--- src/rtl/mc_control_fsm.sv ---
// Multicycle control sequencer: steps fetch/decode/address/memory/execute/writeback
// over a shared memory port with a ready handshake, and gates architectural writes with CondEx.
module mc_control_fsm #(
    parameter int CNT_W = 16
) (
    input  logic             clk,
    input  logic             rst_n,
    input  logic [1:0]       Op,
    input  logic [5:0]       Funct,
    input  logic             CondEx,
    input  logic             mem_ready,
    output logic             mem_req,
    output logic             MemW,
    output logic             AdrSrc,
    output logic             IRWrite,
    output logic             PCWrite,
    output logic             RegW,
    output logic             ALUSrcA,
    output logic [1:0]       ALUSrcB,
    output logic [1:0]       ResultSrc,
    output logic             ALUOp,
    output logic [3:0]       state,
    output logic [CNT_W-1:0] retired,
    output logic             illegal
);

    typedef enum logic [3:0] {
        S_IDLE     = 4'd0,
        S_FETCH    = 4'd1,
        S_DECODE   = 4'd2,
        S_MEMADR   = 4'd3,
        S_MEMREAD  = 4'd4,
        S_MEMWB    = 4'd5,
        S_MEMWRITE = 4'd6,
        S_EXECUTER = 4'd7,
        S_EXECUTEI = 4'd8,
        S_ALUWB    = 4'd9,
        S_BRANCH   = 4'd10
    } state_t;

    state_t state_q;
    state_t state_d;
    logic   retire;
    logic   set_illegal;

    // Funct[2:1] carry no control information for this sequencer.
    logic unused_funct;
    assign unused_funct = ^Funct[2:1];

    assign state = state_q;

    // NOTE: every signal written here gets a default first, so no path can leave it unassigned and infer a latch.
    always_comb begin
        state_d     = state_q;
        retire      = 1'b0;
        set_illegal = 1'b0;
        case (state_q)
            S_IDLE:   state_d = S_FETCH;
            S_FETCH:  if (mem_ready) state_d = S_DECODE;
            S_DECODE: begin
                case (Op)
                    2'b01:   state_d = S_MEMADR;
                    2'b00:   state_d = Funct[5] ? S_EXECUTEI : S_EXECUTER;
                    2'b10:   state_d = S_BRANCH;
                    default: begin
                        state_d     = S_FETCH;
                        set_illegal = 1'b1;
                    end
                endcase
            end
            S_MEMADR:  state_d = Funct[0] ? S_MEMREAD : S_MEMWRITE;
            S_MEMREAD: if (mem_ready) state_d = S_MEMWB;
            S_MEMWB: begin
                state_d = S_FETCH;
                retire  = 1'b1;
            end
            // A squashed store never asks for memory, so it retires immediately.
            S_MEMWRITE: begin
                if (!CondEx || mem_ready) begin
                    state_d = S_FETCH;
                    retire  = 1'b1;
                end
            end
            S_EXECUTER, S_EXECUTEI: state_d = S_ALUWB;
            S_ALUWB, S_BRANCH: begin
                state_d = S_FETCH;
                retire  = 1'b1;
            end
            default: state_d = S_FETCH;
        endcase
    end

    always_comb begin
        mem_req   = 1'b0;
        MemW      = 1'b0;
        AdrSrc    = 1'b0;
        IRWrite   = 1'b0;
        PCWrite   = 1'b0;
        RegW      = 1'b0;
        ALUSrcA   = 1'b0;
        ALUSrcB   = 2'b00;
        ResultSrc = 2'b00;
        ALUOp     = 1'b0;
        case (state_q)
            S_FETCH: begin
                mem_req   = 1'b1;
                IRWrite   = mem_ready;
                PCWrite   = mem_ready;
                ALUSrcA   = 1'b1;
                ALUSrcB   = 2'b10;
                ResultSrc = 2'b10;
            end
            S_DECODE: begin
                ALUSrcA   = 1'b1;
                ALUSrcB   = 2'b10;
                ResultSrc = 2'b10;
            end
            S_MEMADR: ALUSrcB = 2'b01;
            S_MEMREAD: begin
                mem_req = 1'b1;
                AdrSrc  = 1'b1;
            end
            S_MEMWB: begin
                ResultSrc = 2'b01;
                RegW      = CondEx;
            end
            S_MEMWRITE: begin
                mem_req = CondEx;
                MemW    = CondEx;
                AdrSrc  = CondEx;
            end
            S_EXECUTER: ALUOp = 1'b1;
            S_EXECUTEI: begin
                ALUSrcB = 2'b01;
                ALUOp   = 1'b1;
            end
            // Compare/test opcodes (Funct[4:3] = 10) only update flags.
            S_ALUWB: RegW = CondEx && (Funct[4:3] != 2'b10);
            S_BRANCH: begin
                ALUSrcB   = 2'b01;
                ResultSrc = 2'b10;
                PCWrite   = CondEx;
            end
            default: ;
        endcase
    end

    // NOTE: sequential state uses non-blocking assignments so every register samples pre-edge values.
    always_ff @(posedge clk or negedge rst_n) begin
        if (!rst_n) begin
            state_q <= S_IDLE;
            retired <= '0;
            illegal <= 1'b0;
        end else begin
            state_q <= state_d;
            if (retire)      retired <= retired + CNT_W'(1);
            if (set_illegal) illegal <= 1'b1;
        end
    end

endmodule

--- config.mk ---
export PLATFORM = sky130hd
export DESIGN_NAME = mc_control_fsm
export DESIGN_NICKNAME = d
export VERILOG_FILES = /design/src/rtl/mc_control_fsm.sv
export SDC_FILE = /design/constraint.sdc
export NUM_CORES = 1
export LEC_CHECK = 0
export CORE_MARGIN = 10
export CORE_UTILIZATION = 39
export DETAILED_ROUTE_END_ITERATION = 10
export PLACE_DENSITY = 0.75
export RECOVER_POWER = 50
export SLEW_MARGIN = 20
export SYNTH_ARGS = -nofsm -noshare
export SYNTH_HDL_FRONTEND = slang
export SYNTH_SLANG_ARGS = --single-unit
export TNS_END_PERCENT = 20
--- constraint.sdc ---
create_clock -name clk -period 1.65 [get_ports clk]
set_clock_uncertainty 0.15 [all_clocks]
set_input_delay 0.2475 -clock clk [delete_from_list [all_inputs] [get_ports clk]]
set_output_delay 0.2475 -clock clk [all_outputs]
set_load 0.01 [all_outputs]
==> impl_results.md, run 1 <==
- Cell area after synthesis: 1210 um2
- MaxCap Viol Count: 0
- Synth top area cells: dfrtp_1, xnor2_1, nand2_1, nor2_1, xor2_1
- Hold Slack: about 280 ps
- Inserted Clock Buffers: 3
- Total grt overflow: 0
- Worst Setup End Kind: output port
- Post-Layout Cell Count: 240
- Top_reg_cell synth: dfrtp_1
- FMAX: roughly 530 MHz
- Remaining DRCs: 0
- Row cnt: 20
- Outcome: finished with violations
- Syn Inst Count: between 100 and 150
- Synth Register Bits: 21
- Leak: 1.06 nW
- Util after Layout: 70.3%
- Reg-to-Reg End: retired[10]
- Placer congestion estimate: 0.928
- R2r setup slk: -210 ps
- Sequential area share after synthesis: a little over two fifths
- PD cells: roughly 1500 nW/um2
- Vias in the first global route: 1379
- VDD IR max: 791 uV
- Clk sinks: 21
- Worst-Margin Slew: about 550 ps
- Warnings from Yosys: 0
- Syn Nets: approximately 150
- CTS tree: yes
- EDFF count, synth: 0
- PortBufs: 42
- Most frequent cell after synthesis: dfrtp_1
- Antenna viol nets, final: 0
- Detailed Place HPWL: 2890 um
- Initial antenna violation count: 0
- Slowest CP cell: dfrtp_2
- Routed vias/inst: between 5 and 6
- Routed via count: about 1300
- IO Pins: 45
- Share of cells above drive strength 1: about two fifths
- Area growth syn-to-layout: 74.5%
- CP required: approximately 1300 ps
- Register clock-pin slew on the reported worst setup and hold paths: ~120 ps
- Filler instances: 242
- TNS Setup: -3810 ps
- Tmin final: 1890 ps
- Slew Limit Fails: 0
- Placed Cells: 227
- CP arrival: 1490 ps
- Antenna cells: 0
- Hold Vio Cnt, Final: 0
- Chip Height: ~76 um
- CP Max Fanout: 4
- Worst Setup SP: state[1]
- Crit share post-route: 115%
- DIE WIDTH: approximately 76 um
- Critical-path cell list: buf_4, xor2_4, and2_1, clkdlybuf4s15_2
- CP top delay family: flip-flops
- Distinct cell type count after synthesis: 33
- RSZ-0062 raised after global routing: yes
- Skew-Pair Late Insertion Delay: 310 ps
- Slew margin rel.: a little under two thirds
- Global-route wire length before repair: around 6400 um
- Starting density of the core: around 40%
- Area share of the largest cell type after synthesis: 43.4%
- Max incr delay on CP: about 460 ps
- Final setup vio count: 29
- Worst Reg-to-Reg Cells: 7
- Reg-to-Reg Start: state[3]
- GRT Overall Usage: between 10% and 20%
- Worst Slack Setup Final: -241 ps
- Fraction of registers with async set/reset: 100%
- Worst Hold Class: primary input to asynchronous set/reset pin
- CP Launch Type: flop
- Drt first-iter violations: 91
- Top post-synthesis cells by count: dfrtp_1, nand2_1, nor2_1
- Final WL: between 4000 and 5000 um
- WL per Instance: about 17 um
- Full die area: about 5700 um2
- Largest net degree at the start of global routing: 22
- Clk buf depth: 2
- Failing checks: setup timing
- CTS root buffer: clkbuf_4
- Yosys top cell by area: dfrtp_1
- First-pass DRT Iterations: 4
- Nets: about 220
- Synthesized area per cell: 9.17 um2
- Core footprint: between 3000 and 4000 um2
- Crit path kind: flop to output port
- Buf/Inv on CP: 2
- H-Tree Depth: 1
==> cell usage in the layout, fill, tap and decap left out, types with 2 or more instances in the layout <==
cell | netlist | layout
and2_1 | 2 | 2
nand2b_4 | 0 | 2
xor2_1 | 6 | 6
nor2_4 | 0 | 3
a21oi_1 | 4 | 2
nor2b_4 | 0 | 3
xnor2_1 | 9 | 9
clkbuf_2 | 0 | 2
inv_1 | 4 | 4
o21ai_0 | 5 | 3
nor4_4 | 0 | 5
nand3_1 | 7 | 7
clkdlybuf4s50_1 | 0 | 8
buf_6 | 0 | 9
nand2_1 | 17 | 16
buf_2 | 2 | 10
nand2b_1 | 4 | 2
and4_1 | 2 | 2
dlymetal6s2s_1 | 0 | 2
clkdlybuf4s15_2 | 0 | 2
o21bai_1 | 3 | 3
nand4_1 | 4 | 4
dlygate4sd2_1 | 0 | 14
xor2_4 | 0 | 2
nor2_1 | 15 | 10
buf_4 | 0 | 24
a21oi_2 | 0 | 2
dfrtp_2 | 0 | 4
clkbuf_4 | 0 | 3
dfrtp_1 | 21 | 17
nor2_2 | 0 | 2
==> worst reg2reg max path: stages, from the launching register on <==
cell,delay [ps]
dfrtp_2,460
buf_6,130
buf_6,120
xor2_4,160
o311ai_2,130
buf_6,180
nor4_4,280
xor2_1,170
==> metal layers <==
layer / GRT usage, % / up-vias / share of wire [%]
li1: - / 608 / -
met1: 14.4 / 624 / 37
met2: 26.3 / 55 / 53
met3: 5.73 / 3 / 9.4
met4: 5.77 / 0 / 0.88
met5: 0 / - / 0
==> report_power, final <==
group	internal [mW]	switching, mW	total, mW
logic	1.05	1.04	2.09
clock network	0.0907	0.160	0.251
registers	0.624	0.136	0.760
total	1.76	1.34	3.10
==> timing repair <==
action	4_1_cts	5_1_grt
resized for setup	111	24
pin swaps	7	10
endpoints found under the setup margin	47	35
hold buffers	0	0
setup buffers	6	3
==> worst max-delay path by stage <==
stage	end	slack [ps]	cells after the start
floorplan	retired[10]	-70	5
global placement	mem_req	-360	6
detailed placement	PCWrite	-410	4
CTS	ALUSrcB[1]	-230	4
global route	ALUSrcA	-330	4
finish	ALUSrcA	-240	4
==> flip-flops by register name (all words and copies together) (netlist names) <==
name / cells
retired: 16
illegal: 1
state: 4
==> per-stage QoR <==
stage	setup WS, ps	cell area (um2)	power (mW)
after CTS	-228	2010	2.92
after global routing	-329	2110	3.31
after detailed placement	-406	1840	2.45
after global placement	-364	1840	2.40
after floorplan	-67.1	1210	1.51
final	-241	2110	3.10
==> cell type report <==
| type | instances | area (um2) | area share [%] |
|---|---|---|---|
| clock inverters | 1 | 5.00 | 0.237 |
| clock buffers | 3 | 22.5 | 1.07 |
| well taps | 33 | 41.3 | 1.96 |
| repair buffers | 76 | 641 | 30.3 |
| flip-flops and latches | 21 | 531 | 25.1 |
| multi-input cells | 102 | 856 | 40.5 |
| inverters | 4 | 15.0 | 0.711 |
==> kinds of logic (layout without fill, tap and decap cells) <==
| group | count (synthesis) | after routing | synth area share, % |
|---|---|---|---|
| mux | 1 | 1 | 0.931 |
| fa+ha+maj | 1 | 1 | 1.03 |
| flops | 21 | 21 | 43.4 |
| xor+xnor | 17 | 17 | 13.5 |
| simple gates | 65 | 65 | 27.7 |
| buf+inv | 9 | 84 | 3.00 |
| compound gates | 18 | 18 | 10.3 |
No activity file was read; power rests on OpenSTA's default activity.
==> inputs of run 2 (changes only) <==
- CORE_MARGIN: 10 -> 4
- TNS_END_PERCENT: 20 -> unset
==> run 2 against run 1 <==
  * The flow still finishes with violations (setup timing)
  * Sequential share of layout area shrank 4.1 points
  * Flip-flop and latch count did not move
  * Clock power rose by 8.8%
  * Count of clock-buffer cells in the layout unchanged
  * Critical path depth up 4
  * Highest routed layer unchanged
==> impl_results.md, run 2 (same netlist as run 1, synthesis figures left out) <==
- Outcome: finished with violations
- Failing checks: setup timing
- First-pass DRT Iterations: 4
- Leak: 1.37 nW
- Largest net degree at the start of global routing: 22
- Final setup vio count: 29
- Full die area: about 4100 um2
- FMAX: ~520 MHz
- GRT Overall Usage: around 22%
- Tmin final: roughly 1900 ps
- Crit share post-route: 117%
- Final instance area: about 2500 um2
- Commonest cells after routing, fill and taps aside: buf_4, buf_6, dfrtp_1
- PortBufs: 42
- Multi-input gate area: 946 um2
- Worst-Margin Slew: between 500 and 600 ps
- Row cnt: 19
- DIE WIDTH: roughly 64 um
- Vias in the first global route: around 1500
- Detailed Place HPWL: ~2700 um
- Global-route wire length before repair: 7100 um
- Antenna viol nets, final: 0
- Worst Hold Class: primary input to asynchronous set/reset pin
- CP Max Fanout: 8
- Commonest non-fill, non-tap cell in the layout: buf_4
- IO Pins: between 40 and 50
- Placer congestion estimate: just over 0.9
- Filler instances: approximately 130
- MaxCap Viol Count: 0
- Worst Slack Setup Final: -275 ps
- Starting density of the core: a little over two fifths
- Skew-Pair Late Insertion Delay: about 320 ps
- Sequential standard cell area: 532 um2
- Share of cells above drive strength 1: between 50% and 60%
- Inserted Clock Buffers: 3
- Clk buf depth: 2
- Core footprint: between 2000 and 3000 um2
- CP Launch Type: flop
- Placed Area: 1920 um2
- Routed vias/inst: around 5.7
- Clk sinks: 21
- CTS root buffer: clkbuf_4
- Crit path kind: flop to flop
- CTS tree: yes
- Biggest register: retired
- WL per Instance: around 20 um
- Initial antenna violation count: 0
- CTS Hold Buffers Added: 0
- RSZ-0062 raised after global routing: yes
- Drt first-iter violations: 78
- Area growth syn-to-layout: 109%
- Chip Height: 63.7 um
- Antenna cells: 0
- Worst Setup End Kind: flop
- Slew Limit Fails: 0
- Register clock-pin slew on the reported worst setup and hold paths: 140 ps
- Remaining DRCs: 0
- CP required: about 1800 ps
- Nets: between 200 and 300
- Max reg flops: 16
- PD cells: 1580 nW/um2
- H-Tree Depth: 1
- Slew margin rel.: 64.2%
- Hold Vio Cnt, Final: 0
- Final WL: between 5000 and 6000 um
- Total grt overflow: 0
- VDD IR max: approximately 1100 uV
- Pre-CTS setup slack: -401 ps
- Routed via count: 1524
- CP arrival: 2030 ps
run 2: cell count changes in the layout (fill, tap and decap cells not counted), sizes merged:
cell           change
clkdlybuf4s15      -3
dlymetal6s2s       +8
dlygate4sd2        -8
clkinv             -1
buf               +33
clkinvlp           +1
clkbuf             +1
run 2: path summary, 6_finish.rpt:
kind	endpoint	cells after the start	startpoint	slack (ps)
hold / removal	retired[12]	2	rst_n	270
max in group asynchronous	state[1]	2	rst_n	680
setup / recovery	retired[12]	8	state[2]	-270
hold reg to reg	retired[15]	1	retired[15]	340
setup reg to reg	retired[12]	8	state[2]	-270
min in group clk	retired[15]	1	retired[15]	340
run 2: per-layer routing:
metal	GRT usage, %	wire [um]	up-vias
li1	-	-	678
met1	22.3	1890	732
met2	44.2	3000	90
met3	3.73	297	24
met4	8.09	267	0
met5	0	0	-
run 2: power breakdown:
| part | switching [mW] | internal [mW] | total [mW] |
|---|---|---|---|
| combinational | 1.39 | 1.58 | 2.97 |
| clock | 0.180 | 0.0928 | 0.273 |
| sequential | 0.127 | 0.624 | 0.751 |
run 2: stage by stage:
step	TNS (ps)	hold WS [ps]	power (mW)	util, %	instances
6_report	-5320	273	3.99	88.7	269
5_1_grt	-7170	332	4.18	88.7	269
4_1_cts	-3490	140	3.34	80.6	262
3_5_place_dp	-8230	311	2.60	67.4	232
3_3_place_gp	-6940	306	2.55	67.4	232
2_1_floorplan	-42.4	-198	1.56	-	132
run 2: cell type report:
class                   count  area share (%)
repair buffers            107            38.3
multi-input cells         102            37.4
flip-flops and latches     21            21.0
well taps                  31            1.53
clock buffers               3           0.890
inverters                   4           0.593
clock inverters             1           0.297
run 2: worst max-delay path, cell delays in order, from the launching register on:
cell and delay, ps:
dfrtp_2 460, buf_6 150, buf_6 130, xor2_4 190, o311ai_4 140, buf_12 180, buf_6 110, nor4_4 130
xor2_1 200
run 2: timing repair:
item,in CTS,in global routing
setup endpoints to repair,43,44
setup buffers,26,7
resized for setup,113,52
pin swaps,19,24
==> inputs of run 3 (changes only) <==
- SKIP_CTS_REPAIR_TIMING: unset -> 1
==> run 3 against run 2 <==
  * First-iteration DRC count decreased by 38%
  * Count of clock-buffer cells in the layout unchanged
  * Register-to-register slack improved by 80 ps
  * Fmax increased by 2.4%
  * Critical path depth decreased by 3
  * Die area unchanged
  * Flip-flop and latch count unchanged
  * Non-clock buffer count decreased by 14
  * Critical endpoint is now ALUSrcB[0]
  * Global-route usage decreased by 5.4 points
  * The run still ends with setup timing left
  * Largest power group unchanged
==> impl_results.md, run 3 (same netlist as run 1, synthesis figures left out) <==
- Outcome: finished with violations
- Failing checks: setup timing
- Antenna cells: 0
- Drt first-iter violations: 48
- CP top delay family: flip-flops
- FMAX: roughly 530 MHz
- Pre-CTS setup slack: -401 ps
- Vias in the first global route: 1235
- Full die area: about 4000 um2
- Routed vias/inst: around 5.4
- Final WL: 4120 um
- Antenna viol nets, final: 0
- Util after Layout: roughly 80%
- Hold Slack: roughly 290 ps
- GRT Overall Usage: ~17%
- MaxCap Viol Count: 0
- Leak: approximately 1.3 nW
- Clk buf depth: 2
- CP Launch Type: flop
- Placer congestion estimate: approximately 0.9
- Nets: 238
- Slew Limit Fails: 0
- RSZ-0062 raised after global routing: yes
- Placed Cells: approximately 230
- R2r setup slk: -190 ps
- Worst Hold Class: primary input to asynchronous set/reset pin
- Commonest non-fill, non-tap cell in the layout: buf_4
- Hold Vio Cnt, Final: 0
- Total grt overflow: 0
- Tmin final: between 1500 and 2000 ps
- H-Tree Depth: 1
- Met1 Routed Length: 1520 um
- Register clock-pin slew on the reported worst setup and hold paths: 130 ps
- PD cells: around 1500 nW/um2
- Pwr Total: between 3 and 4 mW
- Detailed Place HPWL: between 2000 and 3000 um
- CP Max Fanout: 5
- IO Pins: 45
- Routed via count: 1365
- Reg-to-Reg Start: state[1]
- PortBufs: 42
- Skew-Pair Late Insertion Delay: approximately 310 ps
- VDD IR max: 924 uV
- Post-Layout Cell Count: about 260
- Final setup vio count: 25
- Core footprint: 2850 um2
- Top layer reached by signal wires: met4
- Starting density of the core: a little over two fifths
- Largest net degree at the start of global routing: 22
- Worst Slack Setup Final: -231 ps
- Crit share post-route: 114%
- CP required: ~1300 ps
- DIE WIDTH: between 60 and 70 um
- Reg-to-Reg End: retired[12]
- CTS root buffer: clkbuf_4
- Remaining DRCs: 0
- Filler instances: 175
- Critical-path cell list: buf_4, nand2_1, mux2_2, nor2_2, buf_2
- CP arrival: about 1500 ps
- Buf/Inv on CP: 2
- Max incr delay on CP: ~450 ps
- Routed wire length on met3: 214 um
- Met2 wire len: around 2300 um
- Worst-Margin Slew: roughly 530 ps
- Slew margin rel.: 64.9%
- Initial antenna violation count: 0
- WL per Instance: 16.2 um
- Share of cells above drive strength 1: 46.9%
- Area growth syn-to-layout: 90.8%
- Chip Height: 63.7 um
- Max reg flops: 16
- First-pass DRT Iterations: 4
- Worst Setup End Kind: output port
- Clk sinks: 21
- Worst Reg-to-Reg Cells: 7
- Biggest register: retired
- Crit path kind: flop to output port
- Inserted Clock Buffers: 3
- Row cnt: 19
- Slowest CP cell: dfrtp_2
- Global-route wire length before repair: approximately 5400 um
- CTS tree: yes
- Commonest cells after routing, fill and taps aside: buf_4, dlymetal6s2s_1, dfrtp_1
==> run 3: changes by cell type in the layout (fill, tap and decap cells not counted), moves of 3 or more <==
| cell | previous run | this run |
|---|---|---|
| buf_6 | 27 | 9 |
| dlymetal6s2s_1 | 10 | 18 |
| dlygate4sd2_1 | 6 | 0 |
| nor2_4 | 6 | 1 |
| nor2_2 | 0 | 3 |
==> run 3: final cells by class <==
cell class	instances	area, um2	area share, %
inverters	4	15.0	0.650
multi-input cells	102	861	37.3
flip-flops and latches	21	534	23.1
clock buffers	3	22.5	0.976
repair buffers	93	830	35.9
clock inverters	1	7.51	0.325
well taps	31	38.8	1.68
==> run 3: routing by layer <==
layer / global-route usage (%) / vias to the layer above
li1: - / 639
met1: 18.3 / 661
met2: 31.4 / 55
met3: 3.91 / 10
met4: 4.85 / 0
met5: 0 / -
==> run 3: how the worst max path moves through the flow <==
stage / startpoint / cells past startpoint / slack (ps) / endpoint
2_1_floorplan: state[3] / 5 / -40 / retired[10]
3_3_place_gp: CondEx / 6 / -360 / mem_req
3_5_place_dp: state[0] / 4 / -400 / ALUSrcB[0]
4_1_cts: state[0] / 4 / -770 / ALUSrcB[0]
5_1_grt: state[2] / 5 / -310 / RegW
6_report: state[1] / 5 / -230 / ALUSrcB[0]
==> run 3: power by group <==
| group | total [mW] | switching (mW) | internal [mW] |
|---|---|---|---|
| clock network | 0.257 | 0.165 | 0.0924 |
| registers | 0.770 | 0.141 | 0.629 |
| logic | 2.35 | 1.09 | 1.26 |
| total | 3.38 | 1.40 | 1.98 |
==> run 3: through the flow <==
stage | setup TNS, ps | area [um2]
after floorplan | -42.4 | 1240
after global placement | -6940 | 1920
after detailed placement | -8230 | 1920
after CTS | -12510 | 1950
after global routing | -5290 | 2310
final | -3200 | 2310
